[src/rtl/ahb_burst_sequencer.sv]
`default_nettype none
// ============================================================================
// Module   : ahb_burst_sequencer
// Purpose  : Master-side AHB address-phase sequencer for the AXI-to-AHB
//            bridge. Takes one AXI-style burst command at a time, drives the
//            AHB address/control phase of each beat, and tracks data-phase
//            completion through HREADY/HRESP.
// Ports    : clk, rst                 - clock, synchronous active-high reset
//            cmd_valid/cmd_ready      - command handshake
//            cmd_addr/len/size/burst/write - AXI-style burst command
//            haddr/htrans/hburst/hsize/hwrite - AHB address phase (registered)
//            hready/hresp             - AHB transfer ready / error response
//            beat_done/beat_last      - per-beat completion, last qualifier
//            err_pulse                - rejected command or ERROR abort
//            busy                     - burst in progress
// Revision : 1.0 - initial release
// ============================================================================
module ahb_burst_sequencer #(
    parameter int ADDR_W   = 32,
    parameter int MAX_SIZE = 2
) (
    input  logic              clk,
    input  logic              rst,
    input  logic              cmd_valid,
    output logic              cmd_ready,
    input  logic [ADDR_W-1:0] cmd_addr,
    input  logic [3:0]        cmd_len,
    input  logic [2:0]        cmd_size,
    input  logic [1:0]        cmd_burst,
    input  logic              cmd_write,
    output logic [ADDR_W-1:0] haddr,
    output logic [1:0]        htrans,
    output logic [2:0]        hburst,
    output logic [2:0]        hsize,
    output logic              hwrite,
    input  logic              hready,
    input  logic              hresp,
    output logic              beat_done,
    output logic              beat_last,
    output logic              err_pulse,
    output logic              busy
);

    typedef enum logic [1:0] {
        S_IDLE      = 2'd0,
        S_ADDR      = 2'd1,
        S_DATA_LAST = 2'd2,
        S_ERR       = 2'd3
    } state_t;

    localparam logic [1:0] C_HTRANS_IDLE   = 2'b00;
    localparam logic [1:0] C_HTRANS_NONSEQ = 2'b10;
    localparam logic [1:0] C_HTRANS_SEQ    = 2'b11;
    localparam logic [1:0] C_BURST_FIXED   = 2'b00;
    localparam logic [1:0] C_BURST_INCR    = 2'b01;
    localparam logic [1:0] C_BURST_WRAP    = 2'b10;
    localparam logic [ADDR_W-1:0] C_ONE    = {{(ADDR_W-1){1'b0}}, 1'b1};

    state_t            state_q, state_d;
    logic [3:0]        len_q, len_d;
    logic [1:0]        burst_q, burst_d;
    logic [3:0]        beat_q, beat_d;
    logic              outst_q, outst_d;
    logic              cmd_ready_q, cmd_ready_d;
    logic [ADDR_W-1:0] haddr_q, haddr_d;
    logic [1:0]        htrans_q, htrans_d;
    logic [2:0]        hburst_q, hburst_d;
    logic [2:0]        hsize_q, hsize_d;
    logic              hwrite_q, hwrite_d;
    logic              beat_done_q, beat_done_d;
    logic              beat_last_q, beat_last_d;
    logic              err_pulse_q, err_pulse_d;
    logic              busy_q, busy_d;

    // ---------------- command decode ----------------
    logic        w_len_pow2m1;
    logic        w_cmd_illegal;
    logic [11:0] w_cmd_end_off;
    logic        w_cmd_crosses;
    logic [2:0]  w_cmd_hburst;

    assign w_len_pow2m1  = (cmd_len == 4'd3) || (cmd_len == 4'd7) || (cmd_len == 4'd15);
    assign w_cmd_illegal = (cmd_burst == 2'b11) ||
                           (cmd_size > 3'(MAX_SIZE)) ||
                           ((cmd_burst == C_BURST_WRAP) && !w_len_pow2m1);

    // Page offset of the last beat; any carry into bit 10 or above means the
    // burst leaves its starting 1 KB page.
    assign w_cmd_end_off = {2'b00, cmd_addr[9:0]} + ({8'd0, cmd_len} << cmd_size);
    assign w_cmd_crosses = |w_cmd_end_off[11:10];

    always_comb begin
        w_cmd_hburst = 3'b000;
        if (cmd_burst == C_BURST_WRAP) begin
            if (cmd_len == 4'd3)       w_cmd_hburst = 3'b010;
            else if (cmd_len == 4'd7)  w_cmd_hburst = 3'b100;
            else if (cmd_len == 4'd15) w_cmd_hburst = 3'b110;
        end else if (cmd_burst == C_BURST_INCR) begin
            w_cmd_hburst = 3'b001;
            if (!w_cmd_crosses) begin
                if (cmd_len == 4'd3)       w_cmd_hburst = 3'b011;
                else if (cmd_len == 4'd7)  w_cmd_hburst = 3'b101;
                else if (cmd_len == 4'd15) w_cmd_hburst = 3'b111;
            end
        end
    end

    // ---------------- next-beat address ----------------
    logic [ADDR_W-1:0] w_inc;
    logic [ADDR_W-1:0] w_wrap_mask;
    logic [ADDR_W-1:0] w_addr_inc;
    logic [ADDR_W-1:0] w_next_addr;
    logic [1:0]        w_next_htrans;

    assign w_inc       = C_ONE << hsize_q;
    assign w_wrap_mask = (({{(ADDR_W-4){1'b0}}, len_q} + C_ONE) << hsize_q) - C_ONE;
    assign w_addr_inc  = haddr_q + w_inc;

    always_comb begin
        w_next_addr   = w_addr_inc;
        w_next_htrans = C_HTRANS_SEQ;
        if (burst_q == C_BURST_FIXED) begin
            w_next_addr   = haddr_q;
            w_next_htrans = C_HTRANS_NONSEQ;
        end else if (burst_q == C_BURST_WRAP) begin
            w_next_addr = (haddr_q & ~w_wrap_mask) | (w_addr_inc & w_wrap_mask);
        end else if (w_addr_inc[9:0] == 10'd0) begin
            // INCR beat opening a new 1 KB page restarts the transfer
            w_next_htrans = C_HTRANS_NONSEQ;
        end
    end

    // ---------------- FSM next-state ----------------
    always_comb begin
        state_d     = state_q;
        len_d       = len_q;
        burst_d     = burst_q;
        beat_d      = beat_q;
        outst_d     = outst_q;
        haddr_d     = haddr_q;
        htrans_d    = htrans_q;
        hburst_d    = hburst_q;
        hsize_d     = hsize_q;
        hwrite_d    = hwrite_q;
        beat_done_d = 1'b0;
        beat_last_d = 1'b0;
        err_pulse_d = 1'b0;

        case (state_q)
            S_IDLE: begin
                if (cmd_valid && cmd_ready_q) begin
                    if (w_cmd_illegal) begin
                        err_pulse_d = 1'b1;
                    end else begin
                        state_d  = S_ADDR;
                        len_d    = cmd_len;
                        burst_d  = cmd_burst;
                        beat_d   = 4'd0;
                        outst_d  = 1'b0;
                        haddr_d  = cmd_addr;
                        htrans_d = C_HTRANS_NONSEQ;
                        hburst_d = w_cmd_hburst;
                        hsize_d  = cmd_size;
                        hwrite_d = cmd_write;
                    end
                end
            end
            S_ADDR, S_DATA_LAST: begin
                if (outst_q && hresp && !hready) begin
                    // First ERROR cycle: cancel the pending address phase
                    state_d  = S_ERR;
                    htrans_d = C_HTRANS_IDLE;
                    outst_d  = 1'b0;
                end else if (hready) begin
                    if (outst_q && hresp) begin
                        // ERROR seen without the leading wait cycle
                        err_pulse_d = 1'b1;
                        state_d     = S_IDLE;
                        htrans_d    = C_HTRANS_IDLE;
                        outst_d     = 1'b0;
                    end else begin
                        beat_done_d = outst_q;
                        if (state_q == S_DATA_LAST) begin
                            beat_last_d = outst_q;
                            state_d     = S_IDLE;
                            outst_d     = 1'b0;
                        end else begin
                            // Current address phase accepted; its data phase
                            // is now the outstanding one.
                            outst_d = 1'b1;
                            if (beat_q == len_q) begin
                                state_d  = S_DATA_LAST;
                                htrans_d = C_HTRANS_IDLE;
                            end else begin
                                beat_d   = beat_q + 4'd1;
                                haddr_d  = w_next_addr;
                                htrans_d = w_next_htrans;
                            end
                        end
                    end
                end
            end
            S_ERR: begin
                if (hready) begin
                    err_pulse_d = 1'b1;
                    state_d     = S_IDLE;
                end
            end
            default: state_d = S_IDLE;
        endcase

        cmd_ready_d = (state_d == S_IDLE);
        busy_d      = (state_d != S_IDLE);
    end

    // ---------------- state registers ----------------
    always_ff @(posedge clk) begin
        if (rst) begin
            state_q     <= S_IDLE;
            len_q       <= 4'd0;
            burst_q     <= 2'd0;
            beat_q      <= 4'd0;
            outst_q     <= 1'b0;
            cmd_ready_q <= 1'b0;
            haddr_q     <= '0;
            htrans_q    <= C_HTRANS_IDLE;
            hburst_q    <= 3'd0;
            hsize_q     <= 3'd0;
            hwrite_q    <= 1'b0;
            beat_done_q <= 1'b0;
            beat_last_q <= 1'b0;
            err_pulse_q <= 1'b0;
            busy_q      <= 1'b0;
        end else begin
            state_q     <= state_d;
            len_q       <= len_d;
            burst_q     <= burst_d;
            beat_q      <= beat_d;
            outst_q     <= outst_d;
            cmd_ready_q <= cmd_ready_d;
            haddr_q     <= haddr_d;
            htrans_q    <= htrans_d;
            hburst_q    <= hburst_d;
            hsize_q     <= hsize_d;
            hwrite_q    <= hwrite_d;
            beat_done_q <= beat_done_d;
            beat_last_q <= beat_last_d;
            err_pulse_q <= err_pulse_d;
            busy_q      <= busy_d;
        end
    end

    assign cmd_ready = cmd_ready_q;
    assign haddr     = haddr_q;
    assign htrans    = htrans_q;
    assign hburst    = hburst_q;
    assign hsize     = hsize_q;
    assign hwrite    = hwrite_q;
    assign beat_done = beat_done_q;
    assign beat_last = beat_last_q;
    assign err_pulse = err_pulse_q;
    assign busy      = busy_q;

endmodule
`default_nettype wire

[config.mk]
export PLATFORM = sky130hd
export DESIGN_NAME = ahb_burst_sequencer
export DESIGN_NICKNAME = d
export VERILOG_FILES = /design/src/rtl/ahb_burst_sequencer.sv
export SDC_FILE = /design/constraint.sdc
export NUM_CORES = 1
export LEC_CHECK = 0
export ABC_AREA = 0
export BUFFER_PORTS_ARGS = -buffer_cell sky130_fd_sc_hd__buf_2
export CAP_MARGIN = 20
export CORE_UTILIZATION = 28
export CTS_BUF_LIST = sky130_fd_sc_hd__clkbuf_16
export CTS_CLUSTER_SIZE = 16
export DETAILED_ROUTE_END_ITERATION = 8
export HOLD_SLACK_MARGIN = 0.08
export MAX_ROUTING_LAYER = met4
export RECOVER_POWER = 50
export SYNTH_ARGS = -nofsm -noshare
export SYNTH_HDL_FRONTEND = slang
export SYNTH_SLANG_ARGS = --single-unit
[constraint.sdc]
create_clock -name clk -period 2.7 [get_ports clk]
set_clock_uncertainty 0.15 [all_clocks]
set_input_delay 0.54 -clock clk [delete_from_list [all_inputs] [get_ports clk]]
set_output_delay 0.54 -clock clk [all_outputs]
set_load 0.05 [all_outputs]
-- Word-level counts from Yosys, hierarchy flattened
Cells that the tools add are included.
- register bits: 59
- input bits: 47
- output and inout bits: 46
- logic and storage cells: 139
- add/sub/neg operators: 5
- magnitude comparators: 1
- equal/unequal tests: 21
- shifts and indexed selects: 3
- muxes and demuxes: 61
- bitwise logic cells: 8
- reduce and logical (&&, ||, !) cells: 25
- operator list (kind ; number):
    32-bit 2-to-1 mux ; 9
    32-bit AND ; 2
    32-bit case mux with 2 select lines ; 1
    32-bit adder ; 1
    32-bit inverter ; 1
    32-bit OR ; 1
    1-bit by 3-bit left shift with 32-bit output (first input constant) ; 1
    5-bit by 3-bit left shift with 32-bit output ; 1
    32-bit by 1-bit subtractor with 32-bit output (second input constant) ; 1
    2-bit 2-to-1 mux ; 15
    4-bit 2-to-1 mux ; 7
    3-bit 2-to-1 mux ; 9
    2-bit inequality test (second input constant) ; 8
    1-bit 2-to-1 mux ; 15
    10-bit by 12-bit adder with 12-bit output ; 1
    4-bit by 3-bit left shift with 12-bit output ; 1
    2-bit == test (second input constant) ; 5
    10-bit logical NOT ; 1
    9-bit AND reduction ; 1
    4-bit case mux with 2 select lines ; 1
    8-bit AND reduction ; 1
    2-bit logical NOT ; 3
    2-bit case mux with 3 select lines ; 1
    6-bit OR reduction ; 1
    23 further kinds ; 36

-- Logic depth before layout (Yosys ltp)
- depth after elaboration: 14
- depth in mapped cells: 13
- depth with buffers taken out: 12

-- Worst setup path before layout
No wires, ideal clock.
- path type: register -> register
- start point: register hsize_q[0], in the netlist hsize[0]
- end point: register (tool-made name)
- setup time: 0.074 ns
- arrival time: 3.178 ns
- required time: 2.476 ns
- setup slack: -0.702 ns
- stages on the path, launching flop included: 13
- buffers on the path: 1
- clock period less this slack: 3.402 ns
- path through: dfxtp_1 clkbuf_8 clkinv_1 nor3_1 ha_1 a211oi_1 o21ai_0 a31oi_1 o21ai_0 and2_1 a41oi_1 o21ai_0 a31oi_1
- RTL lines (what ; line ; RTL):
    start, declared ; 68 ; logic [2:0] hsize_q, hsize_d;
    start signal, assigned ; 244 ; hsize_q <= hsize_d;

==> key figures <==
Placed design
  • Final HPWL DP: 12.9 mm
  • Gpl congestion: 0.878
  • Placed instance count: 1,047
  • Port Buf Inserts: 92

Synth
  • Main synth FF type: dfxtp_1
  • Synthesis Warnings: 0
  • Mapped Avg Cell Area: 7.63 um2
  • Cells after Synth: 658
  • Synth top area cells: dfxtp_1 24%, ha_1 6.0%, a21oi_1 5.9%
  • Post-synth cell types: 82
  • Area share of the largest cell type after synthesis: 0.235
  • Synth Register Bits: 59
  • Post-synth top area cell: dfxtp_1
  • Post-Syn Area: 0.00502 mm2
  • Synth async-reset ratio: 0
  • Sequential-to-total area share from yosys stat: 0.235
  • EDFF count, synth: 0
  • Syn_nets: 730

Route
  • Drc violations: 0
  • First-pass DRT Iterations: 5
  • Routed vias/inst: 5.28
  • Via count: 5,714
  • Routed wire length: 17.8 mm
  • Antenna viol nets, final: 0
  • Drt wl/cell: 16.4 um
  • Initial DRC Count: 359

Critical path
  • Worst path buffer plus inverter count: 2
  • Worst Path Required: 2.81 ns
  • CP Capture Type: register
  • Crit path max-delay cell type: dfxtp_4
  • CP Class: register to register
  • CP Max Fanout: 6
  • Worst path cell trace: or2_4, nor2_2, ha_2, fa_2, a211oi_2, o21bai_1, o22ai_2, buf_4, nor3_2, buf_4, nand2_4, o32ai_2, mux2i_1, o22ai_1
  • Startpoint Class: register
  • Worst Path Arrival: 2.93 ns
  • Worst reg2reg setup slack: -0.12 ns
  • Slowest stage delay, CP: 0.36 ns
  • Top cell by count, worst path: buf_4
  • Cell family with most CP delay: compound AO/OA/AOI/OAI gates

Power
  • VDD IR-drop max: 0.000338 V
  • Overall power: 0.00487 W
  • Power Density: 670 mW/mm2
  • LEAKAGE: 2.91 nW

Timing
  • Max-slew headroom: 0.428
  • Final Hold Viols: 0
  • Sum of negative setup slack: -1.02 ns
  • Final period utilization: 1.05
  • Final worst path period need: 2.82 ns
  • Worst setup margin: -0.122 ns
  • RSZ-0062 raised after global routing: yes
  • Slew @ Worst Pin: 0.857 ns
  • Endpoints failing setup: 17
  • F_max: 354 MHz
  • Final Max Tran Viols: 0

Clock network
  • Post-cts hold buffer count: 0
  • CTS tree: built
  • CTS clk-pin slew, worst paths: 0.06 ns
  • H-tree levels: 3
  • Clk_lat worst skew: 0.35 ns
  • Num CTS Buffers: 9
  • # clock sinks: 59
  • Clock root cell: clkbuf_16
  • Max clock buf depth: 2

Floorplan
  • Die width: 136 um
  • Initial Util: 0.288
  • Core area: 0.0174 mm2
  • Die height: 136 um
  • Row count: 48
  • Die area: 0.0185 mm2
  • IO Pins: 93

Layout
  • Non-filler cells, final: 1,082
  • Most common cell after layout, fill and taps aside: buf_4
  • N_diodes: 0
  • Fill count: 1,790
  • Final core occ: 0.418
  • Area growth syn-to-layout: 45.0%
  • Footprint of the multi-input gates: 0.00398 mm2
  • Register Area: 0.00120 mm2
  • Nets: 924
  • Commonest cells after routing, fill and taps aside: 117 x buf_4, 74 x nand2_1, 56 x buf_2, 55 x a21oi_1, 52 x dfxtp_1
  • Share of cells above drive strength 1: 0.363

Global routing
  • Largest net degree at the start of global routing: 49
  • Remaining Overflow, GRT: 0
  • First-pass GRT wire length: 27.7 mm
  • Vias in the first global route: 5,465
  • Initial antenna violation count: 0
  • GRT Overall Usage: 0.197

Run
  • Max-Cap Viols: 0

Run status
  • Status: finished with violations
  • Failing checks: negative setup slack

Worst hold path
  • Worst hold path class: primary input to register
-- worst register-to-register path: stages (launching register included) --
cell      delay (ns)
dfxtp_4         0.36
or2_4           0.27
nor2_2          0.09
ha_2            0.20
fa_2            0.22
a211oi_2        0.07
o21bai_1        0.21
o22ai_2         0.15
buf_4           0.17
nor3_2          0.09
buf_4           0.17
nand2_4         0.06
o32ai_2         0.21
mux2i_1         0.10
o22ai_1         0.23
-- power breakdown --
part	switching, W	total [W]	internal, W
registers	0.000200	0.00124	0.00104
logic	0.00159	0.00246	0.000872
clock network	0.000463	0.00117	0.000710
total	0.00225	0.00487	0.00262
-- cells by family after synthesis --
| kind of cell | after synthesis | synth area share |
|---|---|---|
| AND/OR/NAND/NOR | 260 | 0.261 |
| AO/OA/AOI/OAI | 216 | 0.292 |
| buffers and inverters | 59 | 0.0736 |
| flip-flops | 59 | 0.235 |
| XOR/XNOR | 26 | 0.0454 |
| adder cells (fa/ha/maj) | 25 | 0.0638 |
| multiplexers | 13 | 0.0292 |
-- worst paths after layout --
check | from | to | cells past startpoint
worst max register to register | hsize[0] | register | 14
worst min register to register | hwrite | hwrite | 2
worst max-delay path | hsize[0] | register | 14
worst min-delay path | hresp | beat_done | 2
-- repair_timing --
item | 4_1_cts | 5_1_grt
hold endpoints to repair | 0 | 0
setup buffers | 9 | 8
gates resized for setup | 45 | 54
cloned | 1 | 1
pin swaps | 27 | 20
endpoints found under the setup margin | 28 | 29
-- cells in the mapped netlist, drive strengths merged (3+ instances only) --
| library cell | count |
|---|---|
| nor2 | 50 |
| o211a | 3 |
| nand3 | 26 |
| and2 | 6 |
| o32ai | 7 |
| o2111ai | 3 |
| nand2b | 17 |
| or2 | 5 |
| ha | 24 |
| or2b | 3 |
| o21ai | 45 |
| clkbuf | 32 |
| o21bai | 3 |
| a211oi | 14 |
| xor2 | 8 |
| nor4 | 6 |
| dfxtp | 59 |
| a41oi | 3 |
| o41ai | 4 |
| a2111oi | 3 |
| nor3 | 17 |
| xnor2 | 18 |
| mux2i | 9 |
| nor2b | 8 |
| o21a | 3 |
| nand2 | 77 |
| o31ai | 5 |
| nor3b | 5 |
| inv | 18 |
| nand3b | 3 |
| buf | 7 |
| a22o | 6 |
| and3 | 13 |
| or3 | 7 |
| a31oi | 11 |
| mux2 | 3 |
| o211ai | 4 |
| nand4 | 6 |
| and4 | 4 |
| o22ai | 6 |
| a31o | 4 |
| a21oi | 60 |
| a211o | 3 |
| a21o | 7 |
-- final cells by class --
class,instances,share of cell area
Clock inverter,7,0.00946
Tap cell,225,0.0387
Sequential cell,59,0.165
Timing Repair Buffer,220,0.198
Clock buffer,9,0.0310
Inverter,20,0.0110
Multi-Input combinational cell,542,0.547
-- metal layers --
metal	global-route usage	vias up	part of all wire
met1	0.259	2692	0.49
met5	-	-	0
li1	-	2842	-
met3	0.0347	28	0.042
met2	0.304	152	0.45
met4	0.0667	0	0.019
-- per-stage QoR --
step / hold WS (ns) / worst slack [ns] / instance area (um2)
CTS: 0.258 / -0.109 / 7030
finish: 0.260 / -0.122 / 7270
detailed placement: 0.304 / -0.196 / 6410
floorplan: 0.303 / -0.103 / 5100
global placement: 0.298 / -0.135 / 6410
global route: 0.267 / -0.257 / 7270
Note: power is estimated with default switching activity, not from simulation.
